<file path="src/rtl/bus_rx_pkg.sv">
// Shared types, defaults and destination-ID helpers for the bus receive port.
package bus_rx_pkg;

    localparam int unsigned PCKG_SZ = 16;
    localparam int unsigned ID_W    = 8;
    localparam logic [ID_W-1:0] BCST_ID = 8'hFF;

    typedef logic [15:0] sat_cnt_t;

    function automatic logic [ID_W-1:0] get_dest(input logic [PCKG_SZ-1:0] pkt);
        return pkt[PCKG_SZ-1 -: ID_W];
    endfunction

    function automatic logic is_hit(input logic [ID_W-1:0] dest,
                                    input logic [ID_W-1:0] id,
                                    input logic [ID_W-1:0] bcst = BCST_ID);
        return (dest == id) || (dest == bcst);
    endfunction

endpackage

</file>
<file path="src/rtl/bus_rx_if.sv">
// Bus-side delivery, consumer-side show-ahead pop and status of one receive port.
interface bus_rx_if
    import bus_rx_pkg::*;
#(
    parameter int unsigned PCKG_SZ = 16,
    parameter int unsigned DEPTH   = 8
);
    localparam int unsigned CNT_W = $clog2(DEPTH) + 1;

    logic               push;
    logic [PCKG_SZ-1:0] D_push;
    logic               pop;
    logic [PCKG_SZ-1:0] D_pop;
    logic               pndng;
    logic               full;
    logic [CNT_W-1:0]   count;
    sat_cnt_t           drop_cnt;
    sat_cnt_t           misroute_cnt;
    logic               misroute_err;

    modport slave (
        input  push, D_push, pop,
        output D_pop, pndng, full, count, drop_cnt, misroute_cnt, misroute_err
    );

    modport master (
        output push, D_push, pop,
        input  D_pop, pndng, full, count, drop_cnt, misroute_cnt, misroute_err
    );

endinterface

</file>
<file path="src/rtl/bus_rx_fifo_core.sv">
// Show-ahead FIFO: registered head output with 1-cycle write-to-read latency.
module bus_rx_fifo_core #(
    parameter int unsigned DW    = 16,
    parameter int unsigned DEPTH = 8
) (
    input  logic                       clk,
    input  logic                       reset,
    input  logic                       wr_en,
    input  logic [DW-1:0]              wr_data,
    input  logic                       rd_en,
    output logic [DW-1:0]              rd_data,
    output logic                       pndng,
    output logic                       full,
    output logic [$clog2(DEPTH):0]     count
);
    localparam int unsigned AW = $clog2(DEPTH);
    localparam int unsigned CW = AW + 1;

    logic [DW-1:0] r_mem [DEPTH];
    logic [AW-1:0] r_wr_ptr;
    logic [AW-1:0] r_rd_ptr;
    logic [CW-1:0] r_count;
    logic [DW-1:0] r_rd_data;

    logic          w_wr_fire;
    logic          w_rd_fire;
    logic [AW-1:0] w_rd_ptr_nxt;
    logic [CW-1:0] w_count_nxt;

    always_comb begin
        w_wr_fire    = wr_en && !reset;
        w_rd_fire    = rd_en && (r_count != '0);
        w_rd_ptr_nxt = w_rd_fire ? r_rd_ptr + AW'(1) : r_rd_ptr;
        w_count_nxt  = r_count;
        if (w_wr_fire && !w_rd_fire) begin
            w_count_nxt = r_count + CW'(1);
        end else if (!w_wr_fire && w_rd_fire) begin
            w_count_nxt = r_count - CW'(1);
        end
    end

    always_ff @(posedge clk) begin
        if (w_wr_fire) begin
            r_mem[r_wr_ptr] <= wr_data;
        end
    end

    // Head register: bypass the incoming word when it lands at the next read slot.
    always_ff @(posedge clk) begin
        if (reset) begin
            r_wr_ptr  <= '0;
            r_rd_ptr  <= '0;
            r_count   <= '0;
            r_rd_data <= '0;
        end else begin
            if (w_wr_fire) begin
                r_wr_ptr <= r_wr_ptr + AW'(1);
            end
            r_rd_ptr <= w_rd_ptr_nxt;
            r_count  <= w_count_nxt;
            if (w_count_nxt != '0) begin
                r_rd_data <= (w_wr_fire && (w_rd_ptr_nxt == r_wr_ptr)) ? wr_data
                                                                        : r_mem[w_rd_ptr_nxt];
            end
        end
    end

    assign rd_data = r_rd_data;
    assign count   = r_count;
    assign pndng   = (r_count != '0);
    assign full    = (r_count == CW'(DEPTH));

endmodule

</file>
<file path="src/rtl/bus_rx_port.sv">
// Receive endpoint: destination-ID filter, accept/drop/misroute decode and stats
// in front of a show-ahead FIFO.
module bus_rx_port
    import bus_rx_pkg::*;
#(
    parameter int unsigned      pckg_sz = 16,
    parameter int unsigned      depth   = 8,
    parameter int unsigned      id_w    = ID_W,
    parameter logic [id_w-1:0]  drv_id  = '0,
    parameter logic [id_w-1:0]  bcst_id = id_w'(BCST_ID)
) (
    input  logic     clk,
    input  logic     reset,
    bus_rx_if.slave  bus
);
    localparam int unsigned CNT_W = $clog2(depth) + 1;

    logic [id_w-1:0]    w_dest;
    logic               w_hit;
    logic               w_full;
    logic               w_pndng;
    logic [CNT_W-1:0]   w_count;
    logic [pckg_sz-1:0] w_rd_data;
    logic               w_accept;
    logic               w_drop;
    logic               w_misroute;

    sat_cnt_t           r_drop_cnt;
    sat_cnt_t           r_misroute_cnt;
    logic               r_misroute_err;

    always_comb begin
        w_dest     = bus.D_push[pckg_sz-1 -: id_w];
        w_hit      = is_hit(ID_W'(w_dest), ID_W'(drv_id), ID_W'(bcst_id));
        w_accept   = bus.push && w_hit && (!w_full || bus.pop);
        w_drop     = bus.push && w_hit && w_full && !bus.pop;
        w_misroute = bus.push && !w_hit;
    end

    bus_rx_fifo_core #(
        .DW    (pckg_sz),
        .DEPTH (depth)
    ) u_fifo (
        .clk     (clk),
        .reset   (reset),
        .wr_en   (w_accept),
        .wr_data (bus.D_push),
        .rd_en   (bus.pop),
        .rd_data (w_rd_data),
        .pndng   (w_pndng),
        .full    (w_full),
        .count   (w_count)
    );

    // Saturating drop/misroute statistics and sticky misroute flag.
    always_ff @(posedge clk) begin
        if (reset) begin
            r_drop_cnt     <= '0;
            r_misroute_cnt <= '0;
            r_misroute_err <= 1'b0;
        end else begin
            if (w_drop && (r_drop_cnt != '1)) begin
                r_drop_cnt <= r_drop_cnt + 16'(1);
            end
            if (w_misroute) begin
                r_misroute_err <= 1'b1;
                if (r_misroute_cnt != '1) begin
                    r_misroute_cnt <= r_misroute_cnt + 16'(1);
                end
            end
        end
    end

    assign bus.D_pop        = w_rd_data;
    assign bus.pndng        = w_pndng;
    assign bus.full         = w_full;
    assign bus.count        = w_count;
    assign bus.drop_cnt     = r_drop_cnt;
    assign bus.misroute_cnt = r_misroute_cnt;
    assign bus.misroute_err = r_misroute_err;

endmodule

</file>
<file path="src/flat_wrapper.sv">
// flat-port wrapper written by rule: the top's interface ports become plain ports
module bus_rx_port_flat import bus_rx_pkg::*;
#(
    parameter int unsigned      pckg_sz = 16,
    parameter int unsigned      depth   = 8,
    parameter int unsigned      id_w    = ID_W,
    parameter logic [id_w-1:0]  drv_id  = '0,
    parameter logic [id_w-1:0]  bcst_id = id_w'(BCST_ID)
)
  (clk, reset, bus_push, bus_D_push, bus_pop, bus_D_pop, bus_pndng, bus_full, bus_count, bus_drop_cnt, bus_misroute_cnt, bus_misroute_err);
  bus_rx_if #(.PCKG_SZ(16), .DEPTH((8))) bus_i ();
  input  logic clk;
  input  logic reset;
  input wire logic [$bits(bus_i.push)-1:0] bus_push;
  input wire logic [$bits(bus_i.D_push)-1:0] bus_D_push;
  input wire logic [$bits(bus_i.pop)-1:0] bus_pop;
  output wire logic [$bits(bus_i.D_pop)-1:0] bus_D_pop;
  output wire logic [$bits(bus_i.pndng)-1:0] bus_pndng;
  output wire logic [$bits(bus_i.full)-1:0] bus_full;
  output wire logic [$bits(bus_i.count)-1:0] bus_count;
  output wire logic [$bits(bus_i.drop_cnt)-1:0] bus_drop_cnt;
  output wire logic [$bits(bus_i.misroute_cnt)-1:0] bus_misroute_cnt;
  output wire logic [$bits(bus_i.misroute_err)-1:0] bus_misroute_err;
  assign bus_i.push = bus_push;
  assign bus_i.D_push = bus_D_push;
  assign bus_i.pop = bus_pop;
  assign bus_D_pop = bus_i.D_pop;
  assign bus_pndng = bus_i.pndng;
  assign bus_full = bus_i.full;
  assign bus_count = bus_i.count;
  assign bus_drop_cnt = bus_i.drop_cnt;
  assign bus_misroute_cnt = bus_i.misroute_cnt;
  assign bus_misroute_err = bus_i.misroute_err;
  bus_rx_port #(.pckg_sz(pckg_sz), .depth(depth), .id_w(id_w), .drv_id(drv_id), .bcst_id(bcst_id)) u_core (.clk(clk), .reset(reset), .bus(bus_i));
endmodule
</file>
<file path="config.mk">
export PLATFORM = sky130hd
export DESIGN_NAME = bus_rx_port_flat
export DESIGN_NICKNAME = d
export VERILOG_FILES = /design/src/rtl/bus_rx_pkg.sv /design/src/rtl/bus_rx_if.sv /design/src/rtl/bus_rx_fifo_core.sv /design/src/rtl/bus_rx_port.sv /design/src/flat_wrapper.sv
export SDC_FILE = /design/constraint.sdc
export NUM_CORES = 1
export LEC_CHECK = 0
export ABC_AREA = 1
export CAP_MARGIN = 5
export CORE_UTILIZATION = 56
export CTS_CLUSTER_SIZE = 8
export DETAILED_ROUTE_END_ITERATION = 7
export HOLD_SLACK_MARGIN = 0.05
export PLACE_DENSITY = 0.78
export SLEW_MARGIN = 20
export SYNTH_ARGS = -nofsm -noshare
export SYNTH_HDL_FRONTEND = slang
export SYNTH_SLANG_ARGS = --single-unit
</file>
<file path="constraint.sdc">
create_clock -name clk -period 7.21 [get_ports clk]
set_clock_uncertainty 0.15 [all_clocks]
set_input_delay 1.442 -clock clk [delete_from_list [all_inputs] [get_ports clk]]
set_output_delay 1.442 -clock clk [all_outputs]
set_load 0.02 [all_outputs]
</file>
-- Word-level counts from Yosys, hierarchy flattened
Memory sizes are Yosys's and may differ from the RTL's. A register that Yosys moved wholly into a read port is not among the register bits.
Index checks and enable logic that the tools add are counted.
- flip-flop bits (word level): 43
- memory bits (writable): 128
- bits of input ports: 20
- output and inout bits: 55
- logic and storage cells: 44
- memories: 1
- memories (memory ; depth ; bits a word ; rd ports ; clocked after memory_dff ; wr ports ; RTL line ; text):
    u_core.u_fifo.r_mem ; 8 ; 16 ; 1 ; 1 ; 1 ; bus_rx_fifo_core.sv:19 ; logic [DW-1:0] r_mem [DEPTH];
- add/sub/neg operators: 6
- equality and inequality tests: 4
- multiplexer cells: 5
- reductions and logical operators: 22
- operators by type and width (operator ; number):
    $add A16 B1 Y16 const B ; 2
    $ne A16 B16 Y1 const B ; 2
    $logic_and A1 B1 Y1 ; 10
    $eq A8 B8 Y1 const B ; 1
    $logic_not A8 Y1 ; 1
    $mux W4 ; 2
    $reduce_bool A4 Y1 ; 2
    $add A3 B1 Y3 const B ; 2
    $logic_not A1 Y1 ; 6
    $add A4 B1 Y4 const B ; 1
    $eq A4 B4 Y1 const B ; 1
    $sub A4 B1 Y4 const B ; 1
    $mux W3 ; 1
    $logic_or A1 B1 Y1 ; 2
    $mux W1 ; 2
    $reduce_and A2 Y1 ; 1

-- Depth between registers and ports, before layout
- depth after elaboration: 10
- mapped depth: 16
- depth with buffers taken out: 15

-- Modules after synthesis
From an unflattened synthesis, not the netlist that was laid out.
- cell total of the unflattened synthesis: 963
- area, all modules: 8729.6 µm²
- modules (own cells, without submodules) (module ; instances ; cells each ; area each (µm²) ; seq. area each (µm²)):
    bus_rx_fifo_core ; 1 ; 668 ; 6765.2 ; 4364.2
    bus_rx_port ; 1 ; 295 ; 1964.4 ; 660.6

-- Least setup slack after synthesis
Ideal clock, no wire load.
- path kind: input to register
- start point: in bus_D_push[15]
- end point: mem u_core.u_fifo.r_mem[2][0], enable pin
- setup time: 409 ps
- arrival: 3329 ps
- slack: 3322 ps
- cell stages on the path: 7
- buffers on the path: 0
- cell sequence: nor2_1 -> nand2_1 -> o21ai_2 -> nand3_4 -> inv_1 -> nand2_1 -> nor3_1
- cells in the longest elaborated chain, start to end: 7
- elaborated cells between the ends (all ways): 8
- RTL lines (what ; RTL line ; text):
    start, declared ; flat_wrapper.sv:15 ; input wire logic [$bits(bus_i.D_push)-1:0] bus_D_push;
    $eq A8 B8 Y1 or $logic_not A8 Y1 (tied branches) ; bus_rx_pkg.sv:17 ; return (dest == id) || (dest == bcst);
    $logic_or A1 B1 Y1 * ; bus_rx_pkg.sv:17 ;
    $logic_and A1 B1 Y1 * (2 in a row) ; bus_rx_port.sv:35 ; w_accept = bus.push && w_hit && (!w_full || bus.pop);
    $logic_and A1 B1 Y1 * ; bus_rx_fifo_core.sv:31 ; w_wr_fire = wr_en && !reset;
    $mux W1 * ; bus_rx_fifo_core.sv:43 ; if (w_wr_fire) begin
    $mux W1 (not written as such) * ; bus_rx_fifo_core.sv:44 ; r_mem[r_wr_ptr] <= wr_data;
    end, declared ; bus_rx_fifo_core.sv:19 ;
Every way passes the cells marked *; elsewhere a longest branch is shown, timed or not.

-- Final worst setup path
- start point: in bus_D_push[14]
- end point: mem u_core.u_fifo.r_mem[6][13], enable pin
Same word-level chain as after synthesis.

==> results.cfg <==
[cells_and_area]
syn2layout_area_growth_pct = 18.3
num_antenna_cells = 0
layout.cells.non_filler = 1230
layout-drive-gt1-share_pct = 8.13
final_common_cell = nand2_1
fillCellCount = 1110
most-common-layout-cells = nand2_1 (273), inv_1 (128), edfxtp_1 (128)
nets = 1060

[sta]
setup_viol = 0
rsz0062_at_grt = no
tns_ns = 0
final-max-slew-violation-count = 0
max_slew_margin_pct = 52.2
max_freq_mhz = 237
fin_crit_sh_pct = 58.5
min_period_ns = 4.22
hold_viol = 0
tightest_slew_ns = 0.717

[floorplanning]
ios = 75
start_util_pct = 58.3
core-area_sq_mm = 0.0148
die_h_um = 126
die_x_um = 126
die_area_sq_mm = 0.0159
fp-row-count = 44

[synthesis]
synth_area_sq_mm = 0.00860
async_reset_ff_share_pct = 0
synthFlopType = edfxtp_1
synth_edf_count = 128
yosys_warnings = 0
synth_seq_cells = 187
avgSynthCellArea_sq_um = 8.94
yosysSeqAreaShare_pct = 58.4
synth_cells = 962
synth.distinct_cells = 36
syn_nets = 989

[placed_design]
finalWeightedCongestion = 0.890
dpl.hpwl_um = 12400
placed_cells = 1198
port_buffers = 74

[grt]
antenna_found_initial = 0
grtUsageTotal_pct = 26.3
grt_max_degree = 40
grt_pass1_wl_um = 31700
grt_pass1_vias = 6259
overflow = 0

[power]
power_frac_seq_pct = 36.5
intPower_mw = 2.16
clkPwrFrac_pct = 28.9
p_per_area_mw_per_mm2 = 330
vdd_drop_max_uv = 191
leakage_nw = 4.19
swShare_pct = 35.5
combPwrFrac_pct = 34.6
p_sw_mw = 1.19

[critical_path]
cp-end-kind = register
cp_slowest_stage_delay_ns = 0.67
cp_max_fo = 11
cp.required_ns = 7.18
crit_slowest_cell = clkdlybuf4s50_1
crit_family = simple AND/OR/NAND/NOR gates
critPathKind = in -> reg
crit_top_cell = nand2_1
worst-path-buf-inv = 3
worstSetupStartpointType = input pin
crit_arrival_ns = 4.19
cp_cell_sequence = clkdlybuf4s50_1 > nor2_1 > nand2_1 > o21ai_2 > nand3_4 > inv_1 > nand2_1 > nor3_2 > buf_4

[clock_tree]
clkSinkCount = 187
cts_tree = done
path_clk_slew_ns = 0.06
clock_latency_ns = 0.43
htreeDepth = 4
cts_hold_buf = 0
cts_resized = 0
cts-root-buf = clkbuf_16
clock_path_buffers = 2
cts-buffers-inserted = 17
postCtsSetupRepairBufs = 0

[status]
status = finished clean

[drt]
initialDrtViolationCount = 623
drt-total-wl_um = 19500
vias = 6576
ant_nets = 0
viasPerCell = 5.35
drc = 0
post_drt_wl_per_cell_um = 15.8
drt_first_pass_iters = 5

[job]
max_cap_viol_count = 0

[min_path]
min_path_type = reg -> reg
-- power groups by stage --
stage | clock network, mW | logic [mW] | registers, mW
6_report | 0.969 | 1.16 | 1.23
5_1_grt | 1.03 | 1.29 | 1.23
2_1_floorplan | 0 | 0.775 | 1.30
4_1_cts | 0.980 | 1.15 | 1.23
3_3_place_gp | 0 | 1.12 | 1.25
3_5_place_dp | 0 | 1.14 | 1.25
-- final timing paths --
kind / start / to / slack (ns) / cells past startpoint
setup / recovery: bus_D_push[14] / u_core.u_fifo.r_mem[6][13] / 2.99 / 9
hold / removal: u_core.bus.misroute_err / u_core.bus.misroute_err / 0.34 / 1
setup reg to reg: u_core.u_fifo.count[1] / u_core.u_fifo.rd_data[0] / 3.87 / 15
hold reg to reg: u_core.bus.misroute_err / u_core.bus.misroute_err / 0.34 / 1
-- stage by stage --
stage / power, mW / instance area (sq um) / worst slack, ns / hold WS [ns] / utilization [%]
CTS: 3.36 / 10200 / 2.89 / 0.347 / 68.9
global route: 3.55 / 10200 / 2.78 / 0.351 / 69.0
detailed placement: 2.39 / 9560 / 2.50 / 0.331 / 64.8
floorplan: 2.07 / 8600 / 3.32 / 0.326 / -
global placement: 2.37 / 9560 / 2.59 / 0.320 / 64.8
finish: 3.36 / 10200 / 2.99 / 0.341 / 69.0
-- final cells by class --
type                            instances  area [sq um]  area share (%)
Clock buffer                           21           440            4.33
Inverter                              132           495            4.87
Timing Repair Buffer                   87           838            8.24
Sequential cell                       187          5020            49.4
Multi-Input combinational cell        608          2980            29.3
Tap cell                              184           230            2.26
Clock inverter                         11           168            1.65
-- cell usage after synthesis (3+ instances only) --
master / n / area, sq um
ha_1: 7 / 87.6
and3_1: 3 / 18.8
dfxtp_1: 59 / 1180
nand2_1: 274 / 1030
edfxtp_1: 128 / 3840
nor2_2: 6 / 37.5
inv_1: 129 / 484
nand3_1: 118 / 591
buf_2: 14 / 70.1
nand2_4: 3 / 33.8
o21a_1: 3 / 22.5
inv_2: 3 / 11.3
a21oi_1: 40 / 200
nor3_1: 21 / 105
a31oi_1: 4 / 25.0
nand2_2: 3 / 18.8
clkbuf_1: 18 / 67.6
nand4_1: 7 / 43.8
o21ai_0: 24 / 120
xor2_1: 6 / 52.6
nand3_2: 11 / 110
nor2_1: 61 / 229
nand3_4: 3 / 52.6
-- cell families (layout without fill, tap and decap cells) --
| group | Yosys count | after routing | share of synthesized area, % |
|---|---|---|---|
| and+or+nand+nor | 517 | 517 | 27.3 |
| DFF | 187 | 187 | 58.4 |
| buffers and inverters | 167 | 251 | 7.58 |
| AOI/OAI and AO/OA | 76 | 76 | 4.93 |
| xor gates and xnor gates | 8 | 8 | 0.814 |
| adders and majority gates | 7 | 7 | 1.02 |
-- sequential cells by signal (all words and copies together), names as in the netlist --
| name | count |
|---|---|
| u_core.u_fifo.count | 4 |
| u_core.u_fifo.r_rd_ptr | 3 |
| u_core.bus.misroute_err | 1 |
| u_core.u_fifo.r_wr_ptr | 3 |
| u_core.bus.misroute_cnt | 16 |
| u_core.u_fifo.rd_data | 16 |
| u_core.bus.drop_cnt | 16 |
| u_core.u_fifo.r_mem | 128 |
-- routing by layer --
metal  track usage [%]  routed length [um]  up-vias
met5                 0                   0        -
met3              4.93                 990       29
met2              45.1                9980      196
met4              10.8                 409        0
met1              32.7                8090     3056
li1                  -                   -     3295
Power figures use the tool's default switching activity.
